`config.mk`:
```
export PLATFORM = sky130hd
export DESIGN_NAME = gate_model_bist
export DESIGN_NICKNAME = d
export VERILOG_FILES = /design/src/rtl/gate_bist_pkg.sv /design/src/rtl/bist_misr.sv /design/src/rtl/gate_model_bist.sv
export SDC_FILE = /design/constraint.sdc
export NUM_CORES = 1
export LEC_CHECK = 0
export CORE_MARGIN = 4
export CORE_UTILIZATION = 42
export DETAILED_ROUTE_END_ITERATION = 8
export PLACE_DENSITY = 0.72
export SYNTH_ARGS = -nofsm -noshare
export SYNTH_HDL_FRONTEND = slang
export SYNTH_HIERARCHICAL = 1
export SYNTH_SLANG_ARGS = --single-unit
```
`constraint.sdc`:
```
create_clock -name clk -period 2.08 [get_ports clk]
set_input_delay 0.312 -clock clk [delete_from_list [all_inputs] [get_ports clk]]
set_output_delay 0.312 -clock clk [all_outputs]
set_load 0.1 [all_outputs]
```
`src/rtl/gate_bist_pkg.sv`:
```
// Shared definitions for the gate-model BIST: feedback mask, FSM states and
// the Galois LFSR / MISR step functions used by the driver and its compactor.
package gate_bist_pkg;

  localparam int unsigned SIG_W        = 16;
  localparam int unsigned SETTLE_W     = 4;
  localparam logic [15:0] POLY_DEFAULT = 16'hB400;

  typedef enum logic [1:0] {
    IDLE  = 2'd0,
    APPLY = 2'd1,
    DONE  = 2'd2
  } state_e;

  function automatic logic [15:0] lfsr_step(input logic [15:0] l, input logic [15:0] poly);
    lfsr_step = (l >> 1) ^ (l[0] ? poly : 16'h0000);
  endfunction

  // MISR is the same Galois shift with the response folded in afterwards
  function automatic logic [15:0] misr_step(input logic [15:0] m, input logic [15:0] r,
                                            input logic [15:0] poly);
    misr_step = lfsr_step(m, poly) ^ r;
  endfunction

endpackage

```
`src/rtl/bist_misr.sv`:
```
// 16-bit multiple-input signature register compacting the netlist response.
// sig_next_c exposes the value the register would take on a capture edge.
module bist_misr
  import gate_bist_pkg::*;
#(
  parameter int unsigned N_OUT = 10,
  parameter logic [15:0] POLY  = POLY_DEFAULT
) (
  input  logic             clk,
  input  logic             rst,
  input  logic             clr,
  input  logic             en,
  input  logic [N_OUT-1:0] resp,
  output logic [15:0]      signature,
  output logic [15:0]      sig_next_c
);

  logic [15:0] r_sig;

  assign sig_next_c = misr_step(r_sig, 16'(resp), POLY);

  always_ff @(posedge clk) begin
    if (rst || clr) begin
      r_sig <= '0;
    end else if (en) begin
      r_sig <= sig_next_c;
    end
  end

  assign signature = r_sig;

endmodule

```
`src/rtl/gate_model_bist.sv`:
```
// BIST driver for a GateModel netlist: applies LFSR patterns on stim, holds each
// for SETTLE_CYCLES+1 cycles, compacts resp into a MISR and grades the signature.
module gate_model_bist
  import gate_bist_pkg::*;
#(
  parameter int unsigned N_IN          = 16,
  parameter int unsigned N_OUT         = 10,
  parameter int unsigned PATTERN_COUNT = 1024,
  parameter int unsigned SETTLE_CYCLES = 1,
  parameter logic [15:0] POLY          = POLY_DEFAULT
) (
  input  logic             clk,
  input  logic             rst,
  input  logic             start,
  input  logic [N_IN-1:0]  seed,
  input  logic [15:0]      expected_sig,
  output logic [N_IN-1:0]  stim,
  input  logic [N_OUT-1:0] resp,
  output logic             busy,
  output logic             done,
  output logic             pass,
  output logic [15:0]      signature,
  output logic [15:0]      pattern_idx
);

  state_e              r_state,  w_state_nxt;
  logic [N_IN-1:0]     r_stim,   w_stim_nxt;
  logic [15:0]         r_idx,    w_idx_nxt;
  logic [SETTLE_W-1:0] r_settle, w_settle_nxt;
  logic                r_busy,   w_busy_nxt;
  logic                r_done,   w_done_nxt;
  logic                r_pass,   w_pass_nxt;
  logic                w_misr_clr, w_misr_en;
  logic                w_cap, w_last;
  logic [15:0]         w_sig_nxt;
  logic [N_IN-1:0]     w_seed;

  // An all-zero seed would lock the LFSR, so it is promoted to 1
  assign w_seed = (seed == '0) ? N_IN'(1) : seed;
  assign w_cap  = (r_state == APPLY) && (r_settle == SETTLE_W'(SETTLE_CYCLES));
  assign w_last = (r_idx == 16'(PATTERN_COUNT - 1));

  always_ff @(posedge clk) begin
    if (rst) begin
      r_state  <= IDLE;
      r_stim   <= '0;
      r_idx    <= '0;
      r_settle <= '0;
      r_busy   <= 1'b0;
      r_done   <= 1'b0;
      r_pass   <= 1'b0;
    end else begin
      r_state  <= w_state_nxt;
      r_stim   <= w_stim_nxt;
      r_idx    <= w_idx_nxt;
      r_settle <= w_settle_nxt;
      r_busy   <= w_busy_nxt;
      r_done   <= w_done_nxt;
      r_pass   <= w_pass_nxt;
    end
  end

  always_comb begin
    w_state_nxt  = r_state;
    w_stim_nxt   = r_stim;
    w_idx_nxt    = r_idx;
    w_settle_nxt = r_settle;
    w_busy_nxt   = r_busy;
    w_done_nxt   = r_done;
    w_pass_nxt   = r_pass;
    w_misr_clr   = 1'b0;
    w_misr_en    = 1'b0;
    case (r_state)
      IDLE, DONE: begin
        if (start) begin
          w_state_nxt  = APPLY;
          w_stim_nxt   = w_seed;
          w_idx_nxt    = '0;
          w_settle_nxt = '0;
          w_busy_nxt   = 1'b1;
          w_done_nxt   = 1'b0;
          w_pass_nxt   = 1'b0;
          w_misr_clr   = 1'b1;
        end
      end
      APPLY: begin
        if (w_cap) begin
          w_misr_en = 1'b1;
          // Final capture leaves stim and pattern_idx on the last pattern
          if (w_last) begin
            w_state_nxt = DONE;
            w_busy_nxt  = 1'b0;
            w_done_nxt  = 1'b1;
            w_pass_nxt  = (w_sig_nxt == expected_sig);
          end else begin
            w_stim_nxt   = N_IN'(lfsr_step(16'(r_stim), POLY));
            w_idx_nxt    = r_idx + 16'd1;
            w_settle_nxt = '0;
          end
        end else begin
          w_settle_nxt = r_settle + SETTLE_W'(1);
        end
      end
      default: w_state_nxt = IDLE;
    endcase
  end

  bist_misr #(
    .N_OUT (N_OUT),
    .POLY  (POLY)
  ) u_misr (
    .clk        (clk),
    .rst        (rst),
    .clr        (w_misr_clr),
    .en         (w_misr_en),
    .resp       (resp),
    .signature  (signature),
    .sig_next_c (w_sig_nxt)
  );

  assign stim        = r_stim;
  assign pattern_idx = r_idx;
  assign busy        = r_busy;
  assign done        = r_done;
  assign pass        = r_pass;

endmodule
```
==> results.json, run 1 <==
{
  "outcome": "complete, but fails checks",
  "violations": "negative setup slack",
  "synth_top_area_cell": "dfxtp_1",
  "vias": 3162,
  "synth_flop_cell": "dfxtp_1",
  "setup_viol_count_final": 31,
  "gp_congestion": 0.792,
  "io_buffers": 95,
  "drt-wirelength-per-cell_um": 15.0,
  "grt_max_degree": 30,
  "dr.pass1.iters": 4,
  "vias_per_cell": 5.34,
  "crit_path_start_kind": "flip-flop",
  "h-tree-depth": 3,
  "p_per_area_nw_per_um2": 672,
  "arrival_ns": 2.49,
  "synth_edf_count": 0,
  "synth-async-reset-ratio": 0,
  "grt_pass1_wl_um": 14000,
  "ys_warn_count": 6,
  "grt_pass1_vias": 2994,
  "antenna_found_initial": 0,
  "slew_headroom": 0.763,
  "die-area_um2": 8780,
  "cts_buffers": 9,
  "leakagePower_nw": 1.86,
  "netlist_area_um2": 3080,
  "die_x_um": 93.7,
  "wirelength_um": 8900,
  "fp.dieH_um": 93.7,
  "multi_input_area_um2": 1820,
  "drt_iter0_markers": 168,
  "gr-total-overflow": 0,
  "worst_setup_path_end_kind": "flip-flop",
  "drc": 0,
  "ys_types": 51,
  "cts_tree": "built",
  "max_freq_ghz": 0.444,
  "cts_root_buf": "clkbuf_8",
  "drive_above_1_share": 0.351,
  "ir_drop_mv": 0.396,
  "path_max_fanout": 7,
  "postSynthAreaPerCell_um2": 8.33,
  "skew_ns": 0.0114,
  "antenna_cells": 0,
  "n_fill_cell": 597,
  "hold_path_class": "reg2reg",
  "synth_top_area_frac": 0.370,
  "cp.required_ns": 2.32,
  "grt_use_total": 0.198,
  "netlist_instances": 370,
  "final_nets": 539,
  "coreArea_um2": 6940,
  "worst_slack_ns": -0.172,
  "dp_hpwl_um": 6380,
  "reg2reg_slack_ns": -0.17,
  "clock-sinks": 57,
  "hold_buffers": 0,
  "ant_nets": 0,
  "start_util": 0.444,
  "dp.cells": 570,
  "preCtsSetupSlack_ns": -0.147,
  "regArea_um2": 1190,
  "fin_cells": 592,
  "rsz0062_at_grt": "yes",
  "ys_top_cells_by_area": "dfxtp_1 (37%), nand2_1 (6.0%), nor2_1 (5.6%)",
  "pin_count": 96,
  "crit_type": "reg2reg",
  "clockBufferDepth": 2,
  "min_period_ns": 2.25,
  "path_clk_slew_ns": 0.07,
  "synth_fp_nets": 418,
  "rows": 30,
  "max-cap-violations": 0,
  "period_share": 1.08,
  "clk_latency_ns": 0.34,
  "fin_area_um2": 4620,
  "areaGrowthSynthToFinish_pct": 49.9,
  "seq_area_frac_synth": 0.370,
  "finalHoldViolations": 0,
  "slew_violations": 0,
  "ys_ff_latch": 57,
  "max_slew.worst_pin.slew_ns": 0.353,
  "postPlaceCellArea_um2": 4210
}
## kinds of logic (layout without fill, tap and decap cells)
group                    after synthesis  in the layout  share of synthesized area
AND/OR/NAND/NOR                      152            152                      0.228
XOR/XNOR                              32             32                     0.0909
flip-flops                            57             57                      0.370
multiplexers                           4              4                     0.0130
adder cells (fa/ha/maj)                3              3                     0.0122
buffers and inverters                 43            169                     0.0710
AO/OA/AOI/OAI                         79             79                      0.214
## report_power, final
group / leakage (nW) / internal (mW) / switching, mW
Clock: 0.110 / 0.669 / 0.451
Combinational: 1.27 / 0.298 / 0.520
Sequential: 0.475 / 1.12 / 0.0440
Total: 1.86 / 2.09 / 1.02
## path summary, 6_finish.rpt
kind | startpoint | to | depth (start not counted)
max | pattern_idx[12] | stim[1] | 5
min | done | done | 2
max reg2reg | pattern_idx[12] | stim[1] | 5
min reg2reg | done | done | 2
## metrics by stage
stage,power (mW),setup TNS [ns],utilization,hold WS [ns]
floorplan,1.71,-6.70,-,0.440
global placement,1.93,-2.08,0.606,0.445
detailed placement,1.94,-2.85,0.606,0.459
CTS,3.09,-1.09,0.648,0.467
global route,3.23,-4.70,0.666,0.501
finish,3.10,-2.74,0.666,0.465
## cell type report
class,count,area share
Multi-Input combinational cell,270,0.395
Inverter,18,0.0146
Sequential cell,57,0.257
Clock inverter,6,0.0176
Timing Repair Buffer,135,0.263
Clock buffer,10,0.0276
Tap cell,96,0.0260
## layout by cell type (no fill, tap or decap), drive strengths merged, types with 3 or more instances in the layout
master | Yosys | final
buf | 14 | 89
dfxtp | 57 | 57
nand2 | 49 | 49
nor2 | 46 | 46
clkdlybuf4s50 | 0 | 44
a21oi | 21 | 21
inv | 18 | 19
xnor2 | 16 | 16
xor2 | 16 | 16
nand3 | 13 | 13
a311oi | 13 | 13
a211oi | 13 | 13
clkbuf | 11 | 12
nor4 | 11 | 11
o21ai | 9 | 9
nor3 | 7 | 7
nand4 | 6 | 6
o211ai | 5 | 5
and3 | 4 | 4
mux2i | 4 | 4
a31oi | 4 | 4
ha | 3 | 3
clkinv | 0 | 3
or4 | 3 | 3
## layer usage
layer,up-vias,share of wire,GRT usage
met5,-,0,0
met4,0,0.027,0.0878
met3,22,0.058,0.0449
met2,99,0.48,0.328
met1,1477,0.44,0.246
li1,1564,-,-
## state kept, by name, summed over array words and instances (netlist names)
| signal | flops |
|---|---|
| busy | 1 |
| u_misr/signature | 16 |
| r_state | 2 |
| r_settle | 4 |
| pattern_idx | 16 |
| done | 1 |
| pass | 1 |
| stim | 16 |
## synthesized netlist by cell type, types with 2 or more instances
master and n:
buf_2 5, a21oi_1 21, xnor2_1 16, a22o_1 2
mux2i_1 4, nor2_1 46, o211ai_1 5, nand3_1 13
a211oi_1 6, buf_4 3, ha_1 3, nor3_1 7
dfxtp_1 57, clkbuf_1 10, a211oi_2 7, or4_1 3
or3_1 2, inv_1 18, buf_6 3, nand2_1 49
buf_1 2, o311ai_0 2, a31o_2 2, nand4_1 6
a31oi_1 4, o21ai_0 9, and3_1 4, a311oi_1 3
xor2_1 16, a311oi_2 10, nor4_1 11, nand2b_1 2
## timing repair
action / CTS / global route
endpoints found under the setup margin: 33 / 35
gates resized for setup: 18 / 15
pin swaps: 5 / 3
buffers inserted: 1 / 1
gates cloned: 1 / 3
## worst max-delay path, stage by stage, from the launching register on
cell	delay [ns]
dfxtp_4	0.34
or4_4	0.53
or4_4	0.46
o31a_2	0.40
clkbuf_16	0.19
a311oi_1	0.24
(Power assumes the default switching activity.)
==> run 2: changes to the inputs <==
--- a/config.mk
+++ b/config.mk
@@ -8,6 +8,7 @@
 export CORE_MARGIN = 4
 export CORE_UTILIZATION = 42
 export DETAILED_ROUTE_END_ITERATION = 8
+export GPL_TIMING_DRIVEN = 0
 export PLACE_DENSITY = 0.72
 export SYNTH_ARGS = -nofsm -noshare
 export SYNTH_HDL_FRONTEND = slang
==> results.json, run 2 (synthesized netlist as in run 1, its figures left out) <==
{
  "min_from": "done",
  "crit_path_start_kind": "flip-flop",
  "worst_slack_ns": -0.241,
  "slew_headroom": 0.336,
  "hold_path_class": "reg2reg",
  "grt_use_total": 0.215,
  "grt_pass1_wl_um": 15100,
  "fin_area_um2": 4670,
  "fp.dieH_um": 93.7,
  "setup_viol_count_final": 31,
  "reg2reg_slack_ns": -0.24,
  "skew_ns": 0.00935,
  "gp_congestion": 0.804,
  "path_max_fanout": 5,
  "crit_type": "reg2reg",
  "grt_pass1_vias": 3171,
  "finalHoldViolations": 0,
  "io_buffers": 95,
  "pin_count": 96,
  "cts_buffers": 9,
  "cts_root_buf": "clkbuf_8",
  "arrival_ns": 2.59,
  "clk_latency_ns": 0.34,
  "drt_iter0_markers": 116,
  "rr_endpoint": "pattern_idx[14]",
  "vias_per_cell": 5.38,
  "antenna_cells": 0,
  "outcome": "complete, but fails checks",
  "hold_depth": 2,
  "fin_tns_setup_ns": -4.65,
  "drive_above_1_share": 0.231,
  "cp.required_ns": 2.35,
  "hold_end": "done",
  "die-area_um2": 8780,
  "path_clk_slew_ns": 0.06,
  "start_util": 0.444,
  "fin_hold_ws_ns": 0.458,
  "ant_nets": 0,
  "p_per_area_nw_per_um2": 677,
  "violations": "negative setup slack",
  "wirelength_um": 9350,
  "vias": 3166,
  "grt_max_degree": 11,
  "worst_setup_path_end_kind": "flip-flop",
  "leakagePower_nw": 1.92,
  "drt-wirelength-per-cell_um": 15.9,
  "final_cell_mix": "dlygate4sd2_1 (49), nand2_1 (45), clkdlybuf4s50_1 (44)",
  "final_nets": 536,
  "rsz0062_at_grt": "yes",
  "antenna_found_initial": 0,
  "hold_buffers": 0,
  "drc": 0,
  "cts_tree": "built",
  "layout_commonest_cell": "dlygate4sd2_1",
  "rows": 30,
  "postPlaceCellArea_um2": 4210,
  "areaGrowthSynthToFinish_pct": 51.6,
  "coreArea_um2": 6940,
  "min_period_ns": 2.32,
  "max_freq_ghz": 0.431,
  "period_share": 1.12,
  "max_slew.worst_pin.slew_ns": 1.00,
  "gr-total-overflow": 0,
  "dp_hpwl_um": 6650,
  "max-cap-violations": 0,
  "h-tree-depth": 3,
  "rr_startpoint": "pattern_idx[12]",
  "dr.pass1.iters": 4,
  "slew_violations": 0,
  "ir_drop_mv": 0.557,
  "clock-sinks": 57,
  "clockBufferDepth": 2,
  "rr_worst_depth": 8,
  "die_x_um": 93.7
}
## run 2: metrics by stage
step / utilization / setup slack, ns / total power [mW] / instances
5_1_grt: 0.673 / -0.301 / 3.27 / 589
3_3_place_gp: 0.606 / -0.372 / 1.94 / 561
2_1_floorplan: - / -0.289 / 1.71 / 370
3_5_place_dp: 0.606 / -0.365 / 1.94 / 561
4_1_cts: 0.661 / -0.249 / 3.14 / 587
6_report: 0.673 / -0.241 / 3.16 / 589
## run 2: metal layers
metal | track usage | wire (um) | vias to the layer above
met4 | 0.0662 | 146 | 0
met5 | 0 | 0 | -
met2 | 0.366 | 4520 | 107
met1 | 0.262 | 4020 | 1492
met3 | 0.0609 | 666 | 16
li1 | - | - | 1551
## run 2: critical path, cell delays in order, from the launching register on
cell and delay (ns):
dfxtp_4 0.35, or4_4 0.53, or4_4 0.47, buf_6 0.15
o31ai_4 0.26, buf_4 0.17, buf_6 0.11, nand2_2 0.05
a31oi_1 0.16
## run 2: report_power, final
part           switching, mW  internal (mW)
Clock                  0.457          0.725
Sequential            0.0438           1.12
Combinational          0.538          0.277
Total                   1.04           2.12
## run 2: worst max-delay path by stage
stage / to / slack, ns / start / depth (start not counted)
finish: pattern_idx[14] / -0.24 / pattern_idx[12] / 8
CTS: stim[14] / -0.25 / pattern_idx[12] / 7
floorplan: stim[11] / -0.29 / pattern_idx[12] / 7
global route: pattern_idx[14] / -0.30 / pattern_idx[12] / 8
detailed placement: pattern_idx[15] / -0.37 / pattern_idx[12] / 6
global placement: pattern_idx[9] / -0.37 / pattern_idx[12] / 6
## run 2: area by class of cell
type,instances,area [um^2]
Tap cell,96,120
Inverter,18,67.6
Buffer,24,170
Fill cell,578,2270
Clock inverter,4,45.0
Clock buffer,12,188
Sequential cell,57,1190
Timing Repair Buffer,108,1000
Multi-Input combinational cell,270,1900
## run 2: what timing repair did
item,4_1_cts,5_1_grt
buffers inserted,9,3
endpoints found under the setup margin,88,53
pin swaps,10,19
gates cloned,1,0
gates resized for setup,87,28
